==> src/rtl/lc3_mem_arbiter.sv <==
// LC3 unified-memory arbiter.
// The fetch stage and the MemAccess stage share one single-ported memory.
// This block serialises their requests and drives the memory request/ack
// handshake. It returns results with one-cycle completion pulses.
// A data-streak limit keeps fetch from starving.
// A wait watchdog bounds how long a stalled memory can hold the core.
//
// state  | meaning
// -------+-----------------------------------------------------------
// IDLE   | no transaction; arbitrate and issue on a sampled request
// BUSY_I | fetch read outstanding; waiting for mem_ack or timeout
// BUSY_D | data read/write outstanding; waiting for mem_ack or timeout
// DONE   | completion pulse cycle; requests ignored (no double issue)

module lc3_mem_arbiter #(
  parameter int MAX_DATA_STREAK = 4,
  parameter int TIMEOUT         = 64
) (
  input  logic        clk,
  input  logic        reset,
  // fetch port
  input  logic        instrmem_rd,
  input  logic [15:0] pc,
  output logic [15:0] Instr_dout,
  output logic        complete_instr,
  // data port
  input  logic        Data_req,
  input  logic        Data_rd,
  input  logic [15:0] Data_addr,
  input  logic [15:0] Data_din,
  output logic [15:0] Data_dout,
  output logic        complete_data,
  // memory side
  output logic        mem_req,
  output logic        mem_we,
  output logic [15:0] mem_addr,
  output logic [15:0] mem_wdata,
  input  logic [15:0] mem_rdata,
  input  logic        mem_ack,
  // status
  output logic        busy,
  output logic        err_timeout
);

  localparam int STREAK_W = (MAX_DATA_STREAK < 1) ? 1 : $clog2(MAX_DATA_STREAK + 1);
  localparam int WAIT_W   = (TIMEOUT < 2) ? 1 : $clog2(TIMEOUT);

  localparam logic [STREAK_W-1:0] STREAK_MAX = STREAK_W'(MAX_DATA_STREAK);
  localparam logic [STREAK_W-1:0] STREAK_ONE = STREAK_W'(1);
  // The counter starts at 0 in the first busy cycle, so TIMEOUT-1 marks the last one.
  localparam logic [WAIT_W-1:0]   WAIT_LAST  = WAIT_W'(TIMEOUT - 1);
  localparam logic [WAIT_W-1:0]   WAIT_ONE   = WAIT_W'(1);

  typedef enum logic [1:0] {
    IDLE   = 2'd0,
    BUSY_I = 2'd1,
    BUSY_D = 2'd2,
    DONE   = 2'd3
  } state_t;

  state_t              state_q;
  logic [STREAK_W-1:0] streak_q;
  logic [STREAK_W-1:0] streak_d;
  logic [WAIT_W-1:0]   wait_q;

  logic        mem_req_q;
  logic        mem_we_q;
  logic [15:0] mem_addr_q;
  logic [15:0] mem_wdata_q;
  logic [15:0] instr_dout_q;
  logic [15:0] data_dout_q;
  logic        complete_instr_q;
  logic        complete_data_q;
  logic        err_timeout_q;

  logic grant_data;
  logic grant_instr;
  logic timeout_hit;

  // Arbitration: data normally wins a tie, until it has won MAX_DATA_STREAK
  // times in a row over a waiting fetch.
  always_comb begin
    grant_data  = Data_req && (!instrmem_rd || (streak_q < STREAK_MAX));
    grant_instr = instrmem_rd && !grant_data;
    streak_d    = streak_q;
    if (grant_data) begin
      if (instrmem_rd) begin
        streak_d = (streak_q == STREAK_MAX) ? streak_q : streak_q + STREAK_ONE;
      end else begin
        streak_d = '0;
      end
    end else if (grant_instr) begin
      streak_d = '0;
    end
  end

  assign timeout_hit = (wait_q == WAIT_LAST);

  // Transaction FSM with all outputs registered.
  always_ff @(posedge clk) begin
    if (reset) begin
      state_q          <= IDLE;
      streak_q         <= '0;
      wait_q           <= '0;
      mem_req_q        <= 1'b0;
      mem_we_q         <= 1'b0;
      mem_addr_q       <= 16'h0000;
      mem_wdata_q      <= 16'h0000;
      instr_dout_q     <= 16'h0000;
      data_dout_q      <= 16'h0000;
      complete_instr_q <= 1'b0;
      complete_data_q  <= 1'b0;
      err_timeout_q    <= 1'b0;
    end else begin
      complete_instr_q <= 1'b0;
      complete_data_q  <= 1'b0;
      case (state_q)
        IDLE: begin
          wait_q   <= '0;
          streak_q <= streak_d;
          if (grant_data) begin
            state_q     <= BUSY_D;
            mem_req_q   <= 1'b1;
            mem_we_q    <= ~Data_rd;
            mem_addr_q  <= Data_addr;
            mem_wdata_q <= Data_din;
          end else if (grant_instr) begin
            state_q     <= BUSY_I;
            mem_req_q   <= 1'b1;
            mem_we_q    <= 1'b0;
            mem_addr_q  <= pc;
            mem_wdata_q <= 16'h0000;
          end
        end

        BUSY_I, BUSY_D: begin
          // An ack on the final waiting cycle still counts as a normal completion.
          if (mem_ack) begin
            mem_req_q <= 1'b0;
            state_q   <= DONE;
            if (state_q == BUSY_I) begin
              instr_dout_q     <= mem_rdata;
              complete_instr_q <= 1'b1;
            end else begin
              if (!mem_we_q) begin
                data_dout_q <= mem_rdata;
              end
              complete_data_q <= 1'b1;
            end
          end else if (timeout_hit) begin
            mem_req_q     <= 1'b0;
            err_timeout_q <= 1'b1;
            state_q       <= DONE;
            if (state_q == BUSY_I) begin
              instr_dout_q     <= 16'h0000;
              complete_instr_q <= 1'b1;
            end else begin
              data_dout_q     <= 16'h0000;
              complete_data_q <= 1'b1;
            end
          end else begin
            wait_q <= wait_q + WAIT_ONE;
          end
        end

        DONE: begin
          state_q <= IDLE;
        end

        default: begin
          state_q <= IDLE;
        end
      endcase
    end
  end

  assign mem_req        = mem_req_q;
  assign mem_we         = mem_we_q;
  assign mem_addr       = mem_addr_q;
  assign mem_wdata      = mem_wdata_q;
  assign Instr_dout     = instr_dout_q;
  assign Data_dout      = data_dout_q;
  assign complete_instr = complete_instr_q;
  assign complete_data  = complete_data_q;
  assign err_timeout    = err_timeout_q;
  assign busy           = (state_q == BUSY_I) || (state_q == BUSY_D);

endmodule

==> config.mk <==
export PLATFORM = sky130hd
export DESIGN_NAME = lc3_mem_arbiter
export DESIGN_NICKNAME = d
export VERILOG_FILES = /design/src/rtl/lc3_mem_arbiter.sv
export SDC_FILE = /design/constraint.sdc
export NUM_CORES = 1
export LEC_CHECK = 0
export ABC_AREA = 1
export CORE_MARGIN = 2
export CORE_UTILIZATION = 48
export CTS_BUF_LIST = sky130_fd_sc_hd__clkbuf_8
export DETAILED_ROUTE_END_ITERATION = 8
export PLACE_DENSITY = 0.86
export SLEW_MARGIN = 20
export SYNTH_ARGS = -nofsm -noshare
export SYNTH_HDL_FRONTEND = slang
export SYNTH_SLANG_ARGS = --single-unit
==> constraint.sdc <==
create_clock -name clk -period 4.3 [get_ports clk]
set_input_delay 0.86 -clock clk [delete_from_list [all_inputs] [get_ports clk]]
set_output_delay 0.86 -clock clk [all_outputs]
set_load 0.01 [all_outputs]
==> results.py, run 1 <==
metrics = {
    "timing": {
        "layout_setup_ws_ns": 1.481,
        "slew-limit-headroom_pct": 39.13,
        "maxSlewViolCount": 0,
        "worstMarginPinSlew_ns": 0.9120,
        "min_period_over_period_pct": 65.55,
        "fin_crit_ns": 2.819,
        "finClkSkew_ns": 0.009452,
        "fin_hold_ws_ns": 0.4642,
        "setup_viol": 0,
        "timing.fmax_mhz": 354.8,
        "finalSetupTns_ns": 0,
        "hold_viol_final": 0,
        "rsz0062_at_grt": "no",
    },
    "routing": {
        "drtIter0Drc": 138,
        "drcViolationCount": 0,
        "drt_first_pass_iters": 4,
        "vias_per_cell": 5.182,
        "top_layer": "met4",
        "final_antenna_net_count": 0,
        "num_vias": 3565,
        "wl_met1_mm": 3.840,
        "wl_met2_mm": 4.387,
        "wl_per_cell_microns": 13.36,
        "dr_wl_met3_microns": 835,
        "routed_wl_mm": 9.192,
    },
    "synth": {
        "synthTopCellsByCount": "139 x nand2_1, 80 x dfxtp_1, 59 x a21oi_1, 38 x inv_1, 27 x nand3_1",
        "yosysTopAreaCellShare_pct": 46.06,
        "syn_nets": 535,
        "synth.most_common_cell": "nand2_1",
        "synth_area_leaders": "dfxtp_1 46%, nand2_1 15%, a21oi_1 8.5%",
        "synth-compound-area-share_pct": 15.22,
        "postSynthAreaPerCell_sq_um": 7.559,
        "yosys.area_share.adder_pct": 1.799,
        "synth_edf_count": 0,
        "synthCells": 460,
        "post-synth-top-area-cell": "dfxtp_1",
        "synthMuxAreaShare_pct": 0,
        "ys.flop_type": "dfxtp_1",
        "yosysSeqAreaShare_pct": 46.06,
        "yosysUniqueCellTypes": 26,
        "yosys.area_share.simple_pct": 28.43,
        "yosysWarnings": 0,
        "synthArstFlopShare_pct": 0,
        "syn_area_sq_um": 3477,
        "synth-xor-area-share_pct": 0,
        "ys_ff_latch": 80,
        "synth_top_family_by_area": "simple AND/OR/NAND/NOR gates",
    },
    "worst_hold_path": {
        "hold_path.class": "reg -> reg",
        "min_from": "Instr_dout[3]$_SDFFE_PP0P_",
    },
    "global_route": {
        "grt_pass1_wl_mm": 13.97,
        "grt_pass1_vias": 3073,
        "grt_max_degree": 53,
        "grt_use_total_pct": 22.21,
        "antenna_found_initial": 0,
        "grt_overflow": 0,
    },
    "worst_setup_path": {
        "critical_path_class": "reg -> out",
        "cp_max_fo": 31,
        "critPathArrivalTime_ns": 1.96,
        "cp-start-kind": "flip-flop",
        "cp-end-kind": "output pin",
        "required_ns": 3.44,
        "r2r_start": "state_q[1]$_SDFFE_PP0P_",
        "crit_path_start": "state_q[0]$_SDFFE_PP0P_",
    },
    "clocking": {
        "cts_repair_resize_count": 0,
        "holdBufCountCts": 0,
        "post_cts_buffers": 0,
        "clkTransAtPathRegs_ns": 0.08,
        "clockRootBuffer": "clkbuf_8",
        "cts_tree": "yes",
        "cts_buffer_depth": 2,
        "numCtsBuffers": 9,
        "insertion_delay_ns": 0.35,
        "numClockSinks": 80,
        "h-tree-depth": 3,
    },
    "pwr": {
        "ir_drop_v": 0.0003376,
        "powerDensity_nw_per_um2": 532.2,
        "p_leak_nw": 2.140,
    },
    "place": {
        "place_inst": 672,
        "hpwl_mm": 6.599,
        "gp_congestion": 0.8241,
        "placed_area_sq_um": 4868,
        "dp_worst_setup_slack_ns": 1.462,
        "io_buffer_count": 139,
    },
    "final_layout": {
        "final-instance-count-excl-fill": 688,
        "drive_gt1_share_pct": 5.603,
        "stdcell_area_sq_um": 5067,
        "finalNetCount": 659,
        "antenna-diode-count": 0,
        "area_growth_pct": 45.74,
    },
    "die": {
        "fp.dieH_microns": 89.11,
        "die_width_microns": 89.11,
        "num_io_pins": 140,
        "die-area_sq_um": 7941,
        "core_area_sq_um": 7137,
        "row_count": 31,
        "initial_core_util_pct": 48.72,
    },
    "run": {
        "maxCapViolCount": 0,
    },
    "outcome": {
        "run_status": "finished, final reports clean",
    },
}
-- layer usage --
| metal | track usage [%] | vias to the layer above |
|---|---|---|
| met5 | 0 | - |
| met4 | 5.970 | 0 |
| met3 | 7.018 | 15 |
| met2 | 37.44 | 159 |
| met1 | 27.50 | 1636 |
| li1 | - | 1755 |
-- report_power, final --
| group | internal [mW] | switching [mW] |
|---|---|---|
| clock network | 0.273 | 0.288 |
| registers | 0.895 | 0.0917 |
| logic | 0.501 | 0.648 |
| total | 1.67 | 1.03 |
-- flip-flops by register name (all words and copies together) (netlist names) --
register and flops:
Data_dout 16, Instr_dout 16, complete_data 1, complete_instr 1, err_timeout 1, mem_addr 16, mem_req 1, mem_wdata 16
mem_we 1, state_q 2, streak_q 3, wait_q 6
-- cell families after synthesis --
family	after synthesis
flops	80
fa+ha+maj	5
simple gates	222
compound gates	84
buf+inv	69
-- worst max-delay path: stages (launching register included) --
cell and delay [ns]:
dfxtp_1 0.36, inv_1 0.06, ha_1 0.27, buf_4 0.31, clkdlybuf4s50_1 0.61
-- placed cells by master, fill, tap and decap left out, drive strengths merged --
master | Yosys | final
o211a | 16 | 16
bufinv | 0 | 1
dfxtp | 80 | 80
nor3 | 3 | 3
clkdlybuf4s50 | 0 | 138
a21oi | 61 | 61
nand4 | 24 | 24
buf | 17 | 5
clkinv | 0 | 3
inv | 39 | 42
ha | 5 | 5
nand2 | 142 | 142
clkbuf | 13 | 9
nor2 | 22 | 22
nand3 | 30 | 30
o21ai | 6 | 6
o21bai | 1 | 1
or2 | 1 | 1
-- through the flow --
| stage | util [%] | total power, mW |
|---|---|---|
| floorplan | - | 1.683 |
| global placement | 68.22 | 2.102 |
| CTS | 71.00 | 2.713 |
| detailed placement | 68.22 | 2.143 |
| finish | 71.00 | 2.697 |
| global route | 71.00 | 2.859 |
-- cell type report --
cell class	instances	area [sq um]
fill	583	2069
sequential	80	1602
clock inverter	7	75.07
tap	99	123.9
multi-input combinational	311	1580
timing repair buffer	143	1416
clock buffer	9	123.9
inverter	39	146.4
-- final timing paths --
kind	slack, ns	end	cells past startpoint
worst max-delay path	1.48	busy	4
worst min-delay path	0.46	Instr_dout[3]$_SDFFE_PP0P_	2
worst max register to register	2.23	Data_dout[0]$_SDFFE_PP0P_	6
worst min register to register	0.46	Instr_dout[3]$_SDFFE_PP0P_	2
Power figures use the tool's default switching activity.
==> run 2, diff against run 1 <==
--- a/config.mk
+++ b/config.mk
@@ -7,10 +7,10 @@
 export LEC_CHECK = 0
 export ABC_AREA = 1
 export CORE_MARGIN = 2
-export CORE_UTILIZATION = 48
+export CORE_UTILIZATION = 40
 export CTS_BUF_LIST = sky130_fd_sc_hd__clkbuf_8
 export DETAILED_ROUTE_END_ITERATION = 8
-export PLACE_DENSITY = 0.86
+export PLACE_DENSITY = 0.76
 export SLEW_MARGIN = 20
 export SYNTH_ARGS = -nofsm -noshare
 export SYNTH_HDL_FRONTEND = slang
==> constraint.sdc (replaced) <==
create_clock -name clk -period 2.3 [get_ports clk]
set_input_delay 0.46 -clock clk [delete_from_list [all_inputs] [get_ports clk]]
set_output_delay 0.46 -clock clk [all_outputs]
set_load 0.01 [all_outputs]
==> run 2 against run 1 <==
  * Sequential share of layout area down 0.38 points
  * Wire length up 1.3%
  * Final area up 1.2%
  * Critical path type unchanged
  * Largest power group unchanged
  * Non-clock buffer count up 5
==> results.py, run 2 (synthesized netlist as in run 1, its figures left out) <==
metrics = {
    "clocking": {
        "numClockSinks": 80,
        "insertion_delay_ns": 0.35,
        "h-tree-depth": 3,
        "cts_tree": "yes",
        "clockRootBuffer": "clkbuf_8",
        "numCtsBuffers": 9,
        "holdBufCountCts": 0,
        "clkTransAtPathRegs_ns": 0.08,
        "cts_buffer_depth": 2,
    },
    "worst_setup_path": {
        "cp_top_family": "adder cells",
        "critical_path_class": "reg -> out",
        "path_cells": "inv_1 -> ha_1 -> dlygate4sd2_1",
        "critPathMaxStageDelay_ns": 0.46,
        "critPathBufInv": 2,
        "cp_max_fo": 10,
        "cp-end-kind": "output pin",
        "critPathArrivalTime_ns": 1.60,
        "cp-start-kind": "flip-flop",
        "slowest_stage": "ha_1",
        "required_ns": 1.84,
        "worst-r2r-setup-slack_ns": 0.40,
    },
    "timing": {
        "setup_viol": 0,
        "maxSlewViolCount": 0,
        "fin_crit_ns": 2.058,
        "min_period_over_period_pct": 89.49,
        "worstMarginPinSlew_ns": 0.5273,
        "layout_setup_ws_ns": 0.2417,
        "timing.fmax_mhz": 485.8,
        "rsz0062_at_grt": "no",
        "slew-limit-headroom_pct": 64.84,
        "finalSetupTns_ns": 0,
        "hold_viol_final": 0,
        "finClkSkew_ns": 0.01064,
    },
    "routing": {
        "drtIter0Drc": 166,
        "routed_wl_mm": 9.313,
        "final_antenna_net_count": 0,
        "wl_per_cell_microns": 13.27,
        "vias_per_cell": 4.957,
        "drcViolationCount": 0,
        "drt_first_pass_iters": 4,
        "num_vias": 3480,
    },
    "place": {
        "dp_worst_setup_slack_ns": 0.08406,
        "gp_congestion": 0.8433,
        "place_inst": 686,
        "hpwl_mm": 6.770,
        "io_buffer_count": 139,
        "placed_area_sq_um": 4930,
    },
    "die": {
        "fp.dieH_microns": 97.24,
        "die-area_sq_um": 9455,
        "initial_core_util_pct": 40.46,
        "core_area_sq_um": 8593,
        "row_count": 34,
        "num_io_pins": 140,
        "die_width_microns": 97.24,
    },
    "final_layout": {
        "drive_gt1_share_pct": 6.397,
        "mostFrequentLayoutCell": "nand2_1",
        "antenna-diode-count": 0,
        "finalNetCount": 664,
        "final-instance-count-excl-fill": 702,
        "final_cell_mix": "139 x nand2_1, 137 x clkdlybuf4s50_1, 80 x dfxtp_1, 59 x a21oi_1, 38 x inv_1",
        "area_growth_pct": 47.50,
        "stdcell_area_sq_um": 5129,
    },
    "global_route": {
        "grt_overflow": 0,
        "grt_pass1_vias": 3298,
        "antenna_found_initial": 0,
        "grt_use_total_pct": 19.86,
        "grt_max_degree": 52,
        "grt_pass1_wl_mm": 15.51,
    },
    "worst_hold_path": {
        "hold_path.class": "reg -> reg",
    },
    "pwr": {
        "ir_drop_v": 0.0005461,
        "powerDensity_nw_per_um2": 985.4,
        "p_leak_nw": 2.159,
    },
    "outcome": {
        "run_status": "finished, final reports clean",
    },
    "run": {
        "maxCapViolCount": 0,
    },
}
run 2: cell types whose count changed in the layout (fill, tap and decap cells not counted), moves of 2 or more:
| cell | before | now |
|---|---|---|
| buf_4 | 4 | 8 |
| inv_6 | 3 | 0 |
| clkbuf_8 | 9 | 11 |
| clkinv_2 | 2 | 0 |
| clkinv_4 | 1 | 3 |
| clkinvlp_4 | 0 | 2 |
run 2: final cells by class:
type	count	area, sq um
clock inverter	5	41.29
clock buffer	11	151.4
multi-input combinational	311	1588
timing repair buffer	148	1465
sequential	80	1602
inverter	39	146.4
fill	789	3465
tap	108	135.1
run 2: path summary, 6_finish.rpt:
path	startpoint	to	depth (start not counted)
max	state_q[0]$_SDFFE_PP0P_	busy	3
min reg2reg	Data_dout[13]$_SDFFE_PP0P_	Data_dout[13]$_SDFFE_PP0P_	2
max reg2reg	state_q[0]$_SDFFE_PP0P_	Data_dout[15]$_SDFFE_PP0P_	6
min	Data_dout[13]$_SDFFE_PP0P_	Data_dout[13]$_SDFFE_PP0P_	2
run 2: worst register-to-register path, cell delays in order, from the launching register on:
cell     delay, ns
dfxtp_1       0.37
inv_1         0.06
ha_1          0.46
buf_4         0.35
nand3_4       0.28
a21oi_1       0.23
nor2_1        0.05
run 2: layer usage:
metal	share of wire [%]	global-route usage (%)	up-vias	wire, microns
li1	-	-	1767	-
met1	43	25.02	1553	4035
met2	46	32.16	145	4282
met3	8.4	5.540	15	779
met4	2.3	8.226	0	215
met5	0	0	-	0
run 2: stage by stage:
| stage | utilization [%] | hold WS, ns | power [mW] |
|---|---|---|---|
| floorplan | - | 0.4438 | 3.146 |
| global placement | 57.37 | 0.4424 | 4.034 |
| detailed placement | 57.37 | 0.4527 | 4.084 |
| CTS | 59.60 | 0.4643 | 5.071 |
| global route | 59.68 | 0.4776 | 5.390 |
| finish | 59.68 | 0.4618 | 5.054 |
run 2: repair_timing:
| action | in CTS | in global routing |
|---|---|---|
| pin swaps | 0 | 0 |
| setup endpoints to repair | 1 | 3 |
| setup buffers | 0 | 0 |
| resized for setup | 1 | 1 |
run 2: where the power goes:
part | switching, mW | leakage, nW | internal, mW
combinational | 1.24 | 1.41 | 0.990
clock | 0.525 | 0.0917 | 0.456
sequential | 0.173 | 0.654 | 1.67
total | 1.93 | 2.16 | 3.12
==> run 3, diff against run 2 <==
--- a/config.mk
+++ b/config.mk
@@ -7,10 +7,10 @@
 export LEC_CHECK = 0
 export ABC_AREA = 1
 export CORE_MARGIN = 2
-export CORE_UTILIZATION = 40
+export CORE_UTILIZATION = 30
 export CTS_BUF_LIST = sky130_fd_sc_hd__clkbuf_8
 export DETAILED_ROUTE_END_ITERATION = 8
-export PLACE_DENSITY = 0.76
+export PLACE_DENSITY = 0.59
 export SLEW_MARGIN = 20
 export SYNTH_ARGS = -nofsm -noshare
 export SYNTH_HDL_FRONTEND = slang
==> run 3 against run 2 <==
  * Total power up 5.0%
  * Sequential share of layout area down 0.58 points
  * Clock power up 29%
==> results.py, run 3 (synthesized netlist as in run 1, its figures left out) <==
metrics = {
    "final_layout": {
        "area_growth_pct": 50.27,
        "finalNetCount": 663,
        "drive_gt1_share_pct": 6.071,
        "multi_input_area_sq_um": 1580,
        "mostFrequentLayoutCell": "nand2_1",
        "final-seq-area_sq_um": 1602,
        "fillerInstances": 1152,
        "antenna-diode-count": 0,
        "final-instance-count-excl-fill": 736,
        "final_cell_mix": "139 x nand2_1, 137 x clkdlybuf4s50_1, 80 x dfxtp_1, 59 x a21oi_1, 39 x inv_1",
    },
    "place": {
        "place_inst": 720,
        "hpwl_mm": 7.119,
        "io_buffer_count": 139,
        "gp_congestion": 0.8349,
    },
    "timing": {
        "timing.fmax_mhz": 499.6,
        "fin_crit_ns": 2.001,
        "min_period_over_period_pct": 87.02,
        "finClkSkew_ns": 0.01381,
        "worstMarginPinSlew_ns": 0.5673,
        "slew-limit-headroom_pct": 62.18,
        "setup_viol": 0,
        "rsz0062_at_grt": "no",
        "maxSlewViolCount": 0,
        "finalSetupTns_ns": 0,
        "hold_viol_final": 0,
    },
    "routing": {
        "wl_per_cell_microns": 13.34,
        "final_antenna_net_count": 0,
        "num_vias": 3377,
        "drcViolationCount": 0,
        "drt_first_pass_iters": 4,
        "vias_per_cell": 4.588,
        "routed_wl_mm": 9.819,
        "drtIter0Drc": 267,
    },
    "global_route": {
        "grt_pass1_wl_mm": 16.30,
        "antenna_found_initial": 0,
        "grt_max_degree": 52,
        "grt_use_total_pct": 16.07,
        "grt_overflow": 0,
        "grt_pass1_vias": 3256,
    },
    "outcome": {
        "run_status": "finished, final reports clean",
    },
    "pwr": {
        "sw_frac_of_total_pct": 36.28,
        "powerDensity_nw_per_um2": 1016,
        "p_sw_mw": 1.926,
        "power_frac_clock_pct": 23.9,
        "seq_power_share_pct": 34.4,
        "intPower_mw": 3.383,
        "ir_drop_v": 0.0004513,
        "combPwrFrac_pct": 41.7,
        "p_leak_nw": 2.201,
    },
    "die": {
        "fp.dieH_microns": 111.7,
        "num_io_pins": 140,
        "core_area_sq_um": 11370,
        "row_count": 39,
        "initial_core_util_pct": 30.58,
        "die-area_sq_um": 12470,
        "die_width_microns": 111.7,
    },
    "clocking": {
        "numCtsBuffers": 9,
        "cts_buffer_depth": 2,
        "insertion_delay_ns": 0.36,
        "cts_tree": "yes",
        "h-tree-depth": 3,
        "numClockSinks": 80,
        "clockRootBuffer": "clkbuf_8",
        "post_cts_buffers": 0,
        "clkTransAtPathRegs_ns": 0.09,
    },
    "worst_setup_path": {
        "critPathArrivalTime_ns": 2.26,
        "path_cells": "inv_1 -> ha_1 -> buf_4 -> nand3_2 -> a21oi_1 -> nor2_1",
        "cp_max_fo": 27,
        "required_ns": 2.55,
        "critical_path_class": "reg -> reg",
        "slowest_stage": "nand3_2",
        "cp-start-kind": "flip-flop",
        "critPathMaxStageDelay_ns": 0.43,
        "cp-end-kind": "flip-flop",
    },
    "run": {
        "maxCapViolCount": 0,
    },
    "worst_hold_path": {
        "hold_path.class": "reg -> reg",
    },
}
run 3: routing by layer:
| layer | vias up | track usage (%) | wire length (microns) |
|---|---|---|---|
| met5 | - | 0 | 0 |
| met4 | 0 | 6.008 | 68 |
| li1 | 1772 | - | - |
| met3 | 4 | 5.825 | 788 |
| met2 | 123 | 23.60 | 4212 |
| met1 | 1478 | 21.65 | 4750 |
run 3: final timing paths:
kind	endpoint	start	cells past startpoint	slack (ns)
setup / recovery	Data_dout[8]$_SDFFE_PP0P_	state_q[0]$_SDFFE_PP0P_	6	0.30
hold / removal	err_timeout$_SDFFE_PP0P_	err_timeout$_SDFFE_PP0P_	2	0.45
setup reg to reg	Data_dout[8]$_SDFFE_PP0P_	state_q[0]$_SDFFE_PP0P_	6	0.30
hold reg to reg	err_timeout$_SDFFE_PP0P_	err_timeout$_SDFFE_PP0P_	2	0.45
run 3: what timing repair did:
action | 4_1_cts | 5_1_grt
endpoints found under the setup margin | 0 | 1
hold buffers | 0 | 0
gates resized for setup | 0 | 1
endpoints found under the hold margin | 0 | 0
run 3: per-stage QoR:
stage | util [%] | power (mW) | worst slack (ns) | hold WS, ns | instance area [sq um]
floorplan | - | 3.146 | 0.7186 | 0.4438 | 3477
global placement | 43.79 | 4.053 | 0.1527 | 0.4463 | 4979
detailed placement | 43.79 | 4.085 | 0.03918 | 0.4471 | 4979
CTS | 45.93 | 5.376 | 0.08015 | 0.4598 | 5223
global route | 45.96 | 5.691 | 0.06435 | 0.4756 | 5225
finish | 45.96 | 5.309 | 0.2985 | 0.4536 | 5225
run 3: power groups by stage:
stage               logic [mW]  clock network, mW  registers (mW)
finish                    2.21               1.27            1.83
CTS                       2.24               1.30            1.83
global placement          2.20                  0            1.86
floorplan                 1.19                  0            1.95
global route              2.46               1.37            1.87
detailed placement        2.23                  0            1.86
run 3: cell type report:
cell class	count	share of cell area, %
clock buffer	9	2.371
clock inverter	7	2.299
inverter	39	2.802
multi-input combinational	311	30.24
sequential	80	30.65
tap	143	3.424
timing repair buffer	147	28.21
run 3: worst max-delay path: cells and delay by family (launching register included):
family	cells	cell delay (ns)
AOI/OAI and AO/OA	1	0.30
adders and majority gates	1	0.36
buffers and inverters	2	0.37
DFF	1	0.36
and+or+nand+nor	2	0.50
